[config.mk]
export PLATFORM = sky130hd
export DESIGN_NAME = resonator_ddc_mul_arbiter_flat
export DESIGN_NICKNAME = d
export VERILOG_FILES = /design/src/rtl/resonator_ddc_mul_arbiter_if.sv /design/src/rtl/resonator_ddc_mul_arbiter.sv /design/src/flat_wrapper.sv
export SDC_FILE = /design/constraint.sdc
export NUM_CORES = 1
export LEC_CHECK = 0
export ABC_AREA = 1
export BUFFER_PORTS_ARGS = -buffer_cell sky130_fd_sc_hd__buf_2
export CORE_AREA = 10 10 139 141
export CTS_CLUSTER_DIAMETER = 40
export DETAILED_ROUTE_END_ITERATION = 7
export DIE_AREA = 0 0 149 151
export GPL_ROUTABILITY_DRIVEN = 1
export MAX_ROUTING_LAYER = met4
export SETUP_SLACK_MARGIN = 0.5
export SKIP_CTS_REPAIR_TIMING = 1
export SLEW_MARGIN = 20
export SYNTH_ARGS = -nofsm -noshare
export SYNTH_HDL_FRONTEND = slang
export SYNTH_SLANG_ARGS = --single-unit
[constraint.sdc]
create_clock -name clk -period 2 [get_ports clk]
set_input_delay 0.3 -clock clk [delete_from_list [all_inputs] [get_ports clk]]
set_output_delay 0.3 -clock clk [all_outputs]
set_load 0.05 [all_outputs]
[src/rtl/resonator_ddc_mul_arbiter_if.sv]
// Operand/result bus between the DDC requesters and resonator_ddc_mul_arbiter.
// Requester i owns req_a[18*i +: 18], req_b[16*i +: 16], and bit i of the valid/ready/res_valid vectors.
interface resonator_ddc_mul_arbiter_if #(
    parameter int NREQ = 4,
    parameter int IDW  = 2
);
    logic [NREQ-1:0]    req_valid;
    logic [NREQ-1:0]    req_ready;
    logic [NREQ*18-1:0] req_a;
    logic [NREQ*16-1:0] req_b;
    logic [NREQ-1:0]    res_valid;
    logic signed [33:0] res_data;
    logic [IDW-1:0]     res_id;

    modport master (
        output req_valid, req_a, req_b,
        input  req_ready, res_valid, res_data, res_id
    );

    modport slave (
        input  req_valid, req_a, req_b,
        output req_ready, res_valid, res_data, res_id
    );
endinterface

[src/rtl/resonator_ddc_mul_arbiter.sv]
// Round-robin share of one pipelined 18x16 signed multiplier among NREQ requesters.
// Optional per-requester grant counters are built when RESONATOR_DDC_MUL_ARB_STATS_EN is defined.
module resonator_ddc_mul_arbiter #(
    parameter int NREQ    = 4,
    parameter int IDW     = 2,
    parameter int MUL_LAT = 4,
    parameter int CNTW    = 32
) (
    input  logic                       clk,
    input  logic                       reset,
    input  logic                       hold,
    resonator_ddc_mul_arbiter_if.slave bus,
    output logic                       mul_ce,
    output logic signed [17:0]         mul_din0,
    output logic signed [15:0]         mul_din1,
    input  logic signed [33:0]         mul_dout,
    output logic [NREQ*CNTW-1:0]       grant_cnt
);
    logic [IDW-1:0]     ptr;
    logic [IDW-1:0]     gnt_id;
    logic [IDW-1:0]     cand_id;
    logic [IDW:0]       cand;
    logic               gnt_found;
    logic               xfer;
    logic signed [17:0] sel_a;
    logic signed [15:0] sel_b;
    logic [MUL_LAT:0]   tag_v;
    logic [IDW-1:0]     tag_id [MUL_LAT+1];

    // Search from ptr upward with wrap; the first valid requester wins.
    always_comb begin
        gnt_found = 1'b0;
        gnt_id    = '0;
        cand      = '0;
        cand_id   = '0;
        for (int unsigned k = 0; k < NREQ; k++) begin
            cand = {1'b0, ptr} + (IDW+1)'(k);
            if (32'(cand) >= NREQ)
                cand = cand - (IDW+1)'(NREQ);
            cand_id = cand[IDW-1:0];
            if (!gnt_found && bus.req_valid[cand_id]) begin
                gnt_found = 1'b1;
                gnt_id    = cand_id;
            end
        end
    end

    assign xfer   = gnt_found & ~hold;
    assign mul_ce = ~hold;

    always_comb begin
        bus.req_ready = '0;
        for (int unsigned i = 0; i < NREQ; i++)
            bus.req_ready[i] = xfer && (gnt_id == IDW'(i));
        sel_a = bus.req_a[18*gnt_id +: 18];
        sel_b = bus.req_b[16*gnt_id +: 16];
    end

    // Operand registers and tag pipe share the multiplier's ce so tags stay aligned with mul_dout.
    always_ff @(posedge clk or posedge reset) begin
        if (reset) begin
            ptr      <= '0;
            mul_din0 <= '0;
            mul_din1 <= '0;
            tag_v    <= '0;
            for (int unsigned i = 0; i <= MUL_LAT; i++)
                tag_id[i] <= '0;
        end else if (!hold) begin
            if (xfer) begin
                mul_din0 <= sel_a;
                mul_din1 <= sel_b;
                ptr      <= (gnt_id == IDW'(NREQ-1)) ? '0 : gnt_id + 1'b1;
            end
            tag_v     <= {tag_v[MUL_LAT-1:0], xfer};
            tag_id[0] <= gnt_id;
            for (int unsigned i = 1; i <= MUL_LAT; i++)
                tag_id[i] <= tag_id[i-1];
        end
    end

    always_comb begin
        bus.res_valid = '0;
        for (int unsigned i = 0; i < NREQ; i++)
            bus.res_valid[i] = tag_v[MUL_LAT] && !hold && (tag_id[MUL_LAT] == IDW'(i));
    end

    assign bus.res_data = mul_dout;
    assign bus.res_id   = tag_id[MUL_LAT];

`ifdef RESONATOR_DDC_MUL_ARB_STATS_EN
    logic [CNTW-1:0] cnt [NREQ];

    always_ff @(posedge clk or posedge reset) begin
        if (reset) begin
            for (int unsigned i = 0; i < NREQ; i++)
                cnt[i] <= '0;
        end else if (xfer) begin
            cnt[gnt_id] <= cnt[gnt_id] + 1'b1;
        end
    end

    always_comb begin
        grant_cnt = '0;
        for (int unsigned i = 0; i < NREQ; i++)
            grant_cnt[CNTW*i +: CNTW] = cnt[i];
    end
`else
    assign grant_cnt = '0;
`endif
endmodule

[src/flat_wrapper.sv]
// flat-port wrapper written by rule: the top's interface ports become plain ports
module resonator_ddc_mul_arbiter_flat 
#(
    parameter int NREQ    = 4,
    parameter int IDW     = 2,
    parameter int MUL_LAT = 4,
    parameter int CNTW    = 32
)
  (clk, reset, hold, mul_ce, mul_din0, mul_din1, mul_dout, grant_cnt, bus_req_valid, bus_req_a, bus_req_b, bus_req_ready, bus_res_valid, bus_res_data, bus_res_id);
  resonator_ddc_mul_arbiter_if #(.NREQ(NREQ), .IDW(IDW)) bus_i ();
  input  logic clk;
  input  logic reset;
  input  logic hold;
  output logic mul_ce;
  output logic signed [17:0] mul_din0;
  output logic signed [15:0] mul_din1;
  input  logic signed [33:0] mul_dout;
  output logic [NREQ*CNTW-1:0] grant_cnt;
  input wire logic [$bits(bus_i.req_valid)-1:0] bus_req_valid;
  input wire logic [$bits(bus_i.req_a)-1:0] bus_req_a;
  input wire logic [$bits(bus_i.req_b)-1:0] bus_req_b;
  output wire logic [$bits(bus_i.req_ready)-1:0] bus_req_ready;
  output wire logic [$bits(bus_i.res_valid)-1:0] bus_res_valid;
  output wire logic [$bits(bus_i.res_data)-1:0] bus_res_data;
  output wire logic [$bits(bus_i.res_id)-1:0] bus_res_id;
  assign bus_i.req_valid = bus_req_valid;
  assign bus_i.req_a = bus_req_a;
  assign bus_i.req_b = bus_req_b;
  assign bus_req_ready = bus_i.req_ready;
  assign bus_res_valid = bus_i.res_valid;
  assign bus_res_data = bus_i.res_data;
  assign bus_res_id = bus_i.res_id;
  resonator_ddc_mul_arbiter #(.NREQ(NREQ), .IDW(IDW), .MUL_LAT(MUL_LAT), .CNTW(CNTW)) u_core (.clk(clk), .reset(reset), .hold(hold), .bus(bus_i), .mul_ce(mul_ce), .mul_din0(mul_din0), .mul_din1(mul_din1), .mul_dout(mul_dout), .grant_cnt(grant_cnt));
endmodule
==> impl_metrics.prom, run 1 <==
# TYPE chip_impl_metric gauge
chip_impl_info{name="buffer_type_at_the_clock_tree_root",value="clkbuf_16"} 1
chip_impl_metric{name="hold_viol_final",unit=""} 0
chip_impl_metric{name="number_of_input_and_output_port_buffers_inserted",unit=""} 187
chip_impl_metric{name="dr_wl_met2",unit="mm"} 8.71
chip_impl_metric{name="start_util",unit="%"} 29.4
chip_impl_metric{name="fmaxAchievable",unit="MHz"} 429
chip_impl_metric{name="worstRegToRegCells",unit=""} 16
chip_impl_metric{name="synthesis.area_per_instance",unit="sq um"} 6.22
chip_impl_metric{name="setup_viol_count_final",unit=""} 35
chip_impl_metric{name="synth_simple_gate_area_share",unit="%"} 40.1
chip_impl_metric{name="grtUsageTotal",unit="%"} 14.4
chip_impl_metric{name="final_layout_size_suffix_gt1_share",unit="%"} 31.6
chip_impl_info{name="critPathKind",value="reg -> out"} 1
chip_impl_info{name="endpoint_kind",value="output port"} 1
chip_impl_metric{name="data_arrival_time_of_the_worst_path",unit="ps"} 2030
chip_impl_metric{name="power.sequential.fraction",unit="%"} 13.6
chip_impl_info{name="rsz0062_at_grt",value="yes"} 1
chip_impl_metric{name="clock_tree.buffer_depth",unit=""} 2
chip_impl_metric{name="global_route_wire_length_before_repair",unit="mm"} 25.5
chip_impl_metric{name="grt_pass1_vias",unit=""} 4837
chip_impl_info{name="layout.cells.most_common",value="nand2_1"} 1
chip_impl_metric{name="synth_cells",unit=""} 778
chip_impl_metric{name="floorplan.die.height",unit="microns"} 151
chip_impl_metric{name="finalWorstSetupSlack",unit="ps"} -329
chip_impl_metric{name="netSwitchingFraction",unit="%"} 58.5
chip_impl_metric{name="clk_latency_worst_skew_pair",unit="ps"} 300
chip_impl_info{name="layout_common_cells",value="375 x nand2_1, 179 x buf_2, 128 x conb_1"} 1
chip_impl_metric{name="clk_pin_slew",unit="ps"} 70
chip_impl_info{name="violations_in_the_final_reports",value="negative setup slack"} 1
chip_impl_metric{name="grt_remaining_overflow",unit=""} 0
chip_impl_metric{name="fp.dieW",unit="microns"} 149
chip_impl_metric{name="timing.critical_path.fanout_max",unit=""} 6
chip_impl_metric{name="drtIter0Drc",unit=""} 224
chip_impl_metric{name="setup_tns",unit="ps"} -3500
chip_impl_metric{name="drc_errors",unit=""} 0
chip_impl_metric{name="slew_violations",unit=""} 0
chip_impl_metric{name="num_vias",unit=""} 4833
chip_impl_metric{name="core_area",unit="sq mm"} 0.0165
chip_impl_metric{name="p_clk_share",unit="%"} 7.1
chip_impl_metric{name="met1_length",unit="mm"} 6.94
chip_impl_metric{name="detailed_place_hpwl",unit="mm"} 13.9
chip_impl_metric{name="io_count",unit=""} 384
chip_impl_info{name="critical_path.startpoint_type",value="register"} 1
chip_impl_metric{name="critical_path_required",unit="ps"} 1700
chip_impl_info{name="worst_hold_path_type",value="in -> async"} 1
chip_impl_metric{name="p_switching",unit="mW"} 7.54
chip_impl_metric{name="worst_ir_drop_vdd",unit="uV"} 1320
chip_impl_metric{name="synthesis.yosys.warnings",unit=""} 0
chip_impl_metric{name="power_density",unit="mW/mm^2"} 2150
chip_impl_metric{name="synth.ff_latch_count",unit=""} 51
chip_impl_metric{name="detailedRoute.firstPassIterationCount",unit=""} 7
chip_impl_metric{name="synth_top_area_share",unit="%"} 30.5
chip_impl_metric{name="layoutNonFillerInstCount",unit=""} 1166
chip_impl_metric{name="power.static_leakage",unit="nW"} 3.68
chip_impl_metric{name="synth_fa_ha_area_share",unit="%"} 0
chip_impl_info{name="synth_largest_area_cell",value="nand2_1"} 1
chip_impl_metric{name="cts.sink_count",unit=""} 51
chip_impl_metric{name="htreeDepth",unit=""} 2
chip_impl_info{name="synth_top_family_by_area",value="simple AND/OR/NAND/NOR gates"} 1
chip_impl_metric{name="finClkSkew",unit="ps"} 4.49
chip_impl_metric{name="met3_length",unit="mm"} 1.54
chip_impl_metric{name="synth-compound-area-share",unit="%"} 1.89
chip_impl_metric{name="final.period_utilization",unit="%"} 116
chip_impl_metric{name="yosysSeqAreaShare",unit="%"} 26.4
chip_impl_metric{name="yosys-mux-area-fraction",unit="%"} 0
chip_impl_metric{name="post-layout-total-power",unit="mW"} 12.9
chip_impl_metric{name="place.gp.congestion",unit=""} 0.808
chip_impl_metric{name="syn-cell-area",unit="sq mm"} 0.00484
chip_impl_info{name="clock_tree_from_tritoncts",value="done"} 1
chip_impl_metric{name="antenna_left",unit=""} 0
chip_impl_metric{name="totalWireLength",unit="mm"} 17.4
chip_impl_metric{name="cell_internal_pwr",unit="mW"} 5.36
chip_impl_info{name="synth.top_cells.by_area",value="nand2_1 31%, dfrtp_1 26%, buf_4 26%, nand3_1 7.9%, buf_2 2.4%"} 1
chip_impl_metric{name="placed_cells_incl_taps",unit=""} 1149
chip_impl_metric{name="drv.max_cap_violation_count",unit=""} 0
chip_impl_metric{name="final_core_utilization",unit="%"} 36.5
chip_impl_metric{name="syn2layout_area_growth",unit="%"} 24.2
chip_impl_metric{name="comb_power_share",unit="%"} 79.4
chip_impl_metric{name="rows",unit=""} 47
chip_impl_metric{name="synthesized_area_fraction_occupied_by_xor_and_xnor_cells",unit="%"} 0
chip_impl_info{name="outcome",value="finished with violations"} 1
chip_impl_metric{name="drt-vias-per-instance",unit=""} 4.14
chip_impl_metric{name="die_area",unit="sq mm"} 0.0225
chip_impl_metric{name="number_of_antenna_violations_at_the_first_check_in_global_routing",unit=""} 1
chip_impl_metric{name="cts-buffers-inserted",unit=""} 5
chip_impl_metric{name="grt_start_max_net_pins",unit=""} 36
chip_impl_metric{name="ys_types",unit=""} 19
chip_impl_metric{name="layout.nets",unit=""} 1121
chip_impl_metric{name="min_tclk_post_route",unit="ps"} 2330
chip_impl_metric{name="detail_route.wl_per_cell",unit="microns"} 14.9
chip_impl_info{name="dr.max_layer_used",value="met4"} 1
-- final timing paths --
check	startpoint	to	slack, ps
worst min register to register	u_core.tag_id[6]	u_core.tag_id[4]	470
max in group asynchronous	reset	u_core.ptr[1]	1450
worst min-delay path	reset	u_core.mul_din0[3]	20
worst max-delay path	u_core.ptr[0]	bus_req_ready[2]	-330
worst max register to register	u_core.ptr[0]	u_core.mul_din1[3]	-150
min in group clk	bus_req_b[43]	u_core.mul_din1[11]	360
-- metrics by stage --
stage	worst slack (ps)	hold slack [ps]	area (sq um)
2_1_floorplan	-45.9	349	5450
3_3_place_gp	-123	348	5540
3_5_place_dp	-139	355	5540
4_1_cts	-451	26.1	5700
5_1_grt	-453	46.8	6010
6_report	-329	16.6	6010
-- synth_stat cells --
cell type / count
o21ai_0: 13
o211ai_1: 1
buf_4: 166
a21oi_1: 1
nand2_2: 4
nand3_1: 76
buf_2: 23
nand2_1: 394
dfrtp_1: 51
clkbuf_1: 7
o21ai_2: 1
inv_2: 4
o21ai_1: 1
nor2_2: 1
nor2_1: 8
buf_6: 6
nor3_1: 4
inv_1: 16
conb_1: 1
-- worst max-delay path, cell delays in order, from the launching register on --
cell	delay (ps)
dfrtp_2	430
buf_6	160
nand2_2	80
nand3_4	100
nand2_4	70
nor2_4	140
nand2_2	80
buf_6	120
o21ai_4	130
inv_2	90
nand3_4	80
clkinvlp_4	90
buf_8	150
-- registers in the layout, summed over array words and instances (netlist names) --
signal / count
u_core.bus.res_id: 2
u_core.mul_din0: 18
u_core.ptr: 2
u_core.tag_v: 5
u_core.tag_id: 8
u_core.mul_din1: 16
-- metal layers --
metal  GRT usage (%)  vias to the layer above
met5               -                        -
met4            3.09                        0
met3            5.28                       22
met2            24.4                      225
met1            16.0                     2159
li1                -                     2427
-- cell type report --
class	count	area, sq um
antenna	1	2.50
clock buffer	6	139
clock inverter	2	16.3
fill	1836	10500
inverter	20	93.8
multi-input combinational	632	2730
sequential	51	1280
tap	220	275
timing repair buffer	233	1470
timing repair inverter	1	7.51
-- power groups by stage --
stage | combinational (mW) | sequential, mW | clock (mW)
after global routing | 11.4 | 1.81 | 0.994
after detailed placement | 9.66 | 1.74 | 0
after CTS | 9.63 | 1.73 | 0.959
after global placement | 9.61 | 1.74 | 0
after floorplan | 6.38 | 2.82 | 0
final | 10.2 | 1.75 | 0.910
-- logic make-up after synthesis --
family,count (synthesis)
AOI/OAI and AO/OA,17
buffers and inverters,222
DFF,51
other,1
and+or+nand+nor,487
Note: power is estimated with default switching activity, not from simulation.
==> run 2, diff against run 1 <==
MAX_ROUTING_LAYER = default   (was met4)
==> impl_metrics.prom, run 2 (synthesis gave the netlist of run 1 again) <==
# TYPE chip_impl_metric gauge
chip_impl_metric{name="start_util",unit="%"} 29.4
chip_impl_metric{name="cts-buffers-inserted",unit=""} 5
chip_impl_metric{name="fmaxAchievable",unit="MHz"} 428
chip_impl_metric{name="grtUsageTotal",unit="%"} 14.0
chip_impl_info{name="critical-path-top-cell-by-count",value="nor2_4"} 1
chip_impl_info{name="cpMaxStageDelayCell",value="dfrtp_2"} 1
chip_impl_metric{name="cts.sink_count",unit=""} 51
chip_impl_metric{name="syn2layout_area_growth",unit="%"} 24.1
chip_impl_info{name="violations_in_the_final_reports",value="negative setup slack"} 1
chip_impl_info{name="worst_hold_path_type",value="in -> async"} 1
chip_impl_info{name="buffer_type_at_the_clock_tree_root",value="clkbuf_16"} 1
chip_impl_metric{name="p_clk_share",unit="%"} 7.0
chip_impl_metric{name="detailedRoute.firstPassIterationCount",unit=""} 5
chip_impl_metric{name="clk_latency_worst_skew_pair",unit="ps"} 300
chip_impl_metric{name="num_vias",unit=""} 4814
chip_impl_metric{name="final.period_utilization",unit="%"} 117
chip_impl_metric{name="floorplan.die.height",unit="microns"} 151
chip_impl_metric{name="clock_tree.buffer_depth",unit=""} 2
chip_impl_metric{name="antenna_left",unit=""} 0
chip_impl_metric{name="grt_remaining_overflow",unit=""} 0
chip_impl_metric{name="critical_path_required",unit="ps"} 1700
chip_impl_metric{name="power.static_leakage",unit="nW"} 3.68
chip_impl_metric{name="place.gp.congestion",unit=""} 0.796
chip_impl_metric{name="p_switching",unit="mW"} 7.52
chip_impl_metric{name="hold_viol_final",unit=""} 0
chip_impl_metric{name="totalWireLength",unit="mm"} 17.3
chip_impl_metric{name="detailed_place_hpwl",unit="mm"} 13.9
chip_impl_metric{name="fp.dieW",unit="microns"} 149
chip_impl_metric{name="drt-vias-per-instance",unit=""} 4.13
chip_impl_info{name="layout.cells.most_common",value="nand2_1"} 1
chip_impl_metric{name="core_area",unit="sq mm"} 0.0165
chip_impl_metric{name="crit_path_max_incr_delay",unit="ps"} 430
chip_impl_metric{name="detail_route.wl_per_cell",unit="microns"} 14.9
chip_impl_info{name="rsz0062_at_grt",value="yes"} 1
chip_impl_info{name="endpoint_kind",value="output port"} 1
chip_impl_metric{name="clk_pin_slew",unit="ps"} 70
chip_impl_metric{name="rows",unit=""} 47
chip_impl_metric{name="post-layout-total-power",unit="mW"} 12.9
chip_impl_metric{name="grt_pass1_vias",unit=""} 4826
chip_impl_metric{name="htreeDepth",unit=""} 2
chip_impl_metric{name="drc_errors",unit=""} 0
chip_impl_metric{name="slew_violations",unit=""} 0
chip_impl_metric{name="pre_cts_slack",unit="ps"} -139
chip_impl_metric{name="largest_register_ff_count",unit=""} 18
chip_impl_metric{name="number_of_antenna_violations_at_the_first_check_in_global_routing",unit=""} 1
chip_impl_metric{name="setup_viol_count_final",unit=""} 35
chip_impl_metric{name="power_density",unit="mW/mm^2"} 2140
chip_impl_metric{name="power.sequential.fraction",unit="%"} 13.6
chip_impl_metric{name="crit_cells",unit=""} 12
chip_impl_metric{name="comb_power_share",unit="%"} 79.3
chip_impl_metric{name="data_arrival_time_of_the_worst_path",unit="ps"} 2040
chip_impl_metric{name="layout.nets",unit=""} 1121
chip_impl_metric{name="netSwitchingFraction",unit="%"} 58.4
chip_impl_metric{name="fin_hold_ws",unit="ps"} 18.0
chip_impl_metric{name="path_buf_inv",unit=""} 3
chip_impl_metric{name="num-fill-cells",unit=""} 1836
chip_impl_metric{name="drtIter0Drc",unit=""} 218
chip_impl_metric{name="finalWorstSetupSlack",unit="ps"} -336
chip_impl_metric{name="timing.critical_path.fanout_max",unit=""} 6
chip_impl_info{name="largest-register",value="u_core.mul_din0"} 1
chip_impl_info{name="crit_family",value="simple AND/OR/NAND/NOR gates"} 1
chip_impl_metric{name="setup_tns",unit="ps"} -3330
chip_impl_info{name="timing.critical_path.cells",value="buf_6 > nand2_2 > nand3_4 > nand2_4 > nor2_4 > nand3_2 > nand2_2 > nand2_4 > nor2_4 > inv_4 > nor2_4 > buf_8"} 1
chip_impl_metric{name="global_route_wire_length_before_repair",unit="mm"} 25.6
chip_impl_metric{name="final_core_utilization",unit="%"} 36.5
chip_impl_info{name="outcome",value="finished with violations"} 1
chip_impl_info{name="critPathKind",value="reg -> out"} 1
chip_impl_metric{name="min_tclk_post_route",unit="ps"} 2340
chip_impl_metric{name="number_of_input_and_output_port_buffers_inserted",unit=""} 187
chip_impl_info{name="largest_registers",value="u_core.mul_din0 (18), u_core.mul_din1 (16), u_core.tag_id (8)"} 1
chip_impl_metric{name="grt_start_max_net_pins",unit=""} 36
chip_impl_metric{name="worstRegToRegCells",unit=""} 16
chip_impl_metric{name="drv.max_cap_violation_count",unit=""} 0
chip_impl_info{name="clock_tree_from_tritoncts",value="done"} 1
chip_impl_metric{name="die_area",unit="sq mm"} 0.0225
chip_impl_metric{name="final_layout_size_suffix_gt1_share",unit="%"} 31.6
chip_impl_info{name="layout_common_cells",value="375 x nand2_1, 179 x buf_2, 128 x conb_1"} 1
chip_impl_metric{name="cell_internal_pwr",unit="mW"} 5.35
chip_impl_metric{name="io_count",unit=""} 384
chip_impl_info{name="critical_path.startpoint_type",value="register"} 1
chip_impl_metric{name="worst_ir_drop_vdd",unit="uV"} 1310
chip_impl_metric{name="finClkSkew",unit="ps"} 4.46
## run 2: metal layers
metal / GRT usage, % / vias up / share of wire (%)
li1: - / 2429 / -
met1: 15.7 / 2154 / 39
met2: 24.4 / 213 / 50
met3: 5.76 / 18 / 9.4
met4: 3.04 / 0 / 1.1
met5: 0 / - / 0
## run 2: worst register-to-register path, cell delays in order, from the launching register on
cell     delay, ps
dfrtp_2        450
buf_6          140
nand2_1         70
nand2_2         70
nand2_1         90
nand2_2         60
a21oi_1        160
nand2_2        110
nand2_4        150
buf_12         210
buf_12         210
nand2_1         60
nand2_1         70
nand2_1         50
nand2_1         70
nand2_1         50
nand2_1         60
## run 2: final cells by class
type	instances	area (sq um)	area share, %
antenna	1	2.50	0.0416
clock buffer	6	139	2.31
clock inverter	2	16.3	0.271
inverter	20	91.3	1.52
multi-input combinational	632	2740	45.5
sequential	51	1280	21.3
tap	220	275	4.58
timing repair buffer	233	1460	24.3
timing repair inverter	1	7.51	0.125
## run 2: power groups by stage
stage	Combinational (mW)	Sequential [mW]	Clock (mW)
2_1_floorplan	6.38	2.82	0
3_3_place_gp	9.61	1.74	0
3_5_place_dp	9.66	1.74	0
4_1_cts	9.63	1.73	0.959
5_1_grt	11.4	1.80	0.994
6_report	10.2	1.75	0.907
## run 2: worst paths after layout
kind / from / slack [ps] / to
max in group asynchronous: reset / 1450 / u_core.ptr[1]
max: u_core.ptr[0] / -340 / bus_req_ready[1]
min: reset / 20 / u_core.mul_din0[3]
min reg2reg: u_core.tag_id[6] / 470 / u_core.tag_id[4]
max reg2reg: u_core.ptr[0] / -140 / u_core.mul_din1[3]
min in group clk: bus_req_b[43] / 370 / u_core.mul_din1[11]
## run 2: per-stage QoR
step | std cells | cell area (sq um)
after floorplan | 905 | 5450
after global routing | 1165 | 6010
after global placement | 1149 | 5540
after detailed placement | 1149 | 5540
after CTS | 1157 | 5700
final | 1166 | 6010
==> run 3, diff against run 2 <==
GPL_TIMING_DRIVEN = 0   (was default)
clock period = 2.9 ns   (was 2 ns; I/O delays follow)
==> impl_metrics.prom, run 3 (synthesis gave the netlist of run 1 again) <==
# TYPE chip_impl_metric gauge
chip_impl_info{name="outcome",value="completed"} 1
chip_impl_metric{name="number_of_antenna_violations_at_the_first_check_in_global_routing",unit=""} 1
chip_impl_metric{name="power.sequential.fraction",unit="%"} 13.0
chip_impl_metric{name="largest_register_ff_count",unit=""} 18
chip_impl_info{name="critical_path.startpoint_type",value="register"} 1
chip_impl_metric{name="grt_start_max_net_pins",unit=""} 52
chip_impl_metric{name="min_tclk_post_route",unit="ps"} 2650
chip_impl_info{name="critPathKind",value="reg -> out"} 1
chip_impl_info{name="layout.cells.most_common",value="nand2_1"} 1
chip_impl_metric{name="htreeDepth",unit=""} 2
chip_impl_info{name="endpoint_kind",value="output port"} 1
chip_impl_metric{name="detailedRoute.firstPassIterationCount",unit=""} 4
chip_impl_metric{name="syn2layout_area_growth",unit="%"} 48.8
chip_impl_metric{name="layout.nets",unit=""} 1329
chip_impl_metric{name="drt-vias-per-instance",unit=""} 3.92
chip_impl_metric{name="p_switching",unit="mW"} 5.46
chip_impl_metric{name="cell_internal_pwr",unit="mW"} 3.75
chip_impl_metric{name="timing.critical_path.fanout_max",unit=""} 5
chip_impl_metric{name="power.static_leakage",unit="nW"} 4.66
chip_impl_metric{name="totalWireLength",unit="mm"} 20.7
chip_impl_metric{name="grt_remaining_overflow",unit=""} 0
chip_impl_info{name="largest_registers",value="u_core.mul_din0 (18), u_core.mul_din1 (16), u_core.tag_id (8)"} 1
chip_impl_metric{name="critical_path_required",unit="ps"} 2470
chip_impl_metric{name="register_to_register_path_setup_slack",unit="ps"} 640
chip_impl_metric{name="io_count",unit=""} 384
chip_impl_metric{name="start_util",unit="%"} 29.4
chip_impl_metric{name="number_of_input_and_output_port_buffers_inserted",unit=""} 221
chip_impl_metric{name="clock_tree.buffer_depth",unit=""} 2
chip_impl_info{name="worstReg2RegEnd",value="u_core.mul_din0[14]"} 1
chip_impl_info{name="r2r-start",value="u_core.ptr[0]"} 1
chip_impl_metric{name="cts-buffers-inserted",unit=""} 5
chip_impl_metric{name="p_clk_share",unit="%"} 6.7
chip_impl_metric{name="drc_errors",unit=""} 0
chip_impl_metric{name="grt_pass1_vias",unit=""} 5231
chip_impl_metric{name="global_route_wire_length_before_repair",unit="mm"} 29.9
chip_impl_metric{name="place.gp.congestion",unit=""} 0.860
chip_impl_metric{name="netSwitchingFraction",unit="%"} 59.3
chip_impl_metric{name="drv.max_cap_violation_count",unit=""} 0
chip_impl_metric{name="final.period_utilization",unit="%"} 91.6
chip_impl_metric{name="worst_ir_drop_vdd",unit="uV"} 506
chip_impl_metric{name="rows",unit=""} 47
chip_impl_metric{name="final_layout_size_suffix_gt1_share",unit="%"} 41.7
chip_impl_metric{name="detailed_place_hpwl",unit="mm"} 17.1
chip_impl_metric{name="setup_tns",unit="ps"} 0
chip_impl_metric{name="final_core_utilization",unit="%"} 43.8
chip_impl_metric{name="fin_hold_ws",unit="ps"} 245
chip_impl_metric{name="clk_latency_worst_skew_pair",unit="ps"} 290
chip_impl_metric{name="setup_viol_count_final",unit=""} 0
chip_impl_metric{name="die_area",unit="sq mm"} 0.0225
chip_impl_info{name="worst_hold_path_type",value="in -> async"} 1
chip_impl_metric{name="antenna_left",unit=""} 0
chip_impl_info{name="rsz0062_at_grt",value="yes"} 1
chip_impl_metric{name="slew_violations",unit=""} 0
chip_impl_metric{name="clk_pin_slew",unit="ps"} 80
chip_impl_metric{name="floorplan.die.height",unit="microns"} 151
chip_impl_metric{name="finClkSkew",unit="ps"} 7.93
chip_impl_info{name="buffer_type_at_the_clock_tree_root",value="clkbuf_16"} 1
chip_impl_metric{name="worstRegToRegCells",unit=""} 14
chip_impl_info{name="clock_tree_from_tritoncts",value="done"} 1
chip_impl_metric{name="fp.dieW",unit="microns"} 149
chip_impl_metric{name="slew_headroom",unit="%"} 55.5
chip_impl_metric{name="comb_power_share",unit="%"} 80.3
chip_impl_metric{name="data_arrival_time_of_the_worst_path",unit="ps"} 2220
chip_impl_metric{name="hold_viol_final",unit=""} 0
chip_impl_metric{name="detail_route.wl_per_cell",unit="microns"} 15.1
chip_impl_metric{name="power_density",unit="mW/mm^2"} 1280
chip_impl_metric{name="insertedDiodeCount",unit=""} 0
chip_impl_info{name="crit_start",value="u_core.ptr[0]"} 1
chip_impl_metric{name="drtIter0Drc",unit=""} 243
chip_impl_info{name="largest-register",value="u_core.mul_din0"} 1
chip_impl_metric{name="grtUsageTotal",unit="%"} 16.9
chip_impl_info{name="layout_common_cells",value="382 x nand2_1, 236 x buf_2, 181 x buf_4"} 1
chip_impl_metric{name="max_slew.worst_pin.slew",unit="ps"} 668
chip_impl_metric{name="num_vias",unit=""} 5383
chip_impl_metric{name="fmaxAchievable",unit="MHz"} 377
chip_impl_metric{name="cts.sink_count",unit=""} 51
chip_impl_metric{name="core_area",unit="sq mm"} 0.0165
## run 3: critical path: stages (launching register included)
cell and delay [ps]:
dfrtp_2 440, buf_6 150, nand2_2 60, nand2_2 60, nand2_2 70, nand2_2 60
nor2_4 130, nand3_2 100, nand2_4 150, nand2_8 80, buf_12 140, nor2_4 110
inv_2 70, nor2_2 110, buf_6 170
## run 3: routing by layer
metal | share of wire [%] | up-vias | track usage (%)
li1 | - | 2841 | -
met1 | 37 | 2308 | 18.1
met2 | 51 | 228 | 30.5
met3 | 11 | 6 | 7.49
met4 | 0.63 | 0 | 2.70
met5 | 0 | - | 0
## run 3: worst max path at each step
stage	to	slack, ps	cells after the start
2_1_floorplan	bus_req_ready[1]	300	11
3_3_place_gp	bus_req_ready[3]	110	14
3_5_place_dp	bus_req_ready[3]	100	14
4_1_cts	bus_req_ready[3]	-160	14
5_1_grt	bus_req_ready[2]	120	13
6_report	bus_req_ready[1]	250	14
## run 3: through the flow
stage | setup slack [ps] | std cells | cell area (sq um) | power [mW]
floorplan | 300 | 905 | 5320 | 6.12
global placement | 112 | 1346 | 6700 | 7.86
detailed placement | 102 | 1346 | 6710 | 7.88
CTS | -164 | 1354 | 6860 | 8.53
global route | 124 | 1373 | 7210 | 10.1
finish | 245 | 1373 | 7210 | 9.22
## run 3: area by class of cell
| class | instances | area, sq um |
|---|---|---|
| Fill cell | 1808 | 9260 |
| Multi-Input combinational cell | 632 | 2630 |
| Buffer | 202 | 1500 |
| Timing Repair Buffer | 240 | 1290 |
| Sequential cell | 51 | 1280 |
| Tap cell | 220 | 275 |
| Clock buffer | 5 | 125 |
| Inverter | 20 | 82.6 |
| Clock inverter | 3 | 25.0 |
## run 3: power groups by stage
stage	combinational [mW]	sequential, mW	clock [mW]
finish	7.40	1.20	0.616
global route	8.17	1.24	0.670
CTS	6.69	1.19	0.641
detailed placement	6.68	1.20	0
global placement	6.67	1.19	0
floorplan	4.19	1.94	0
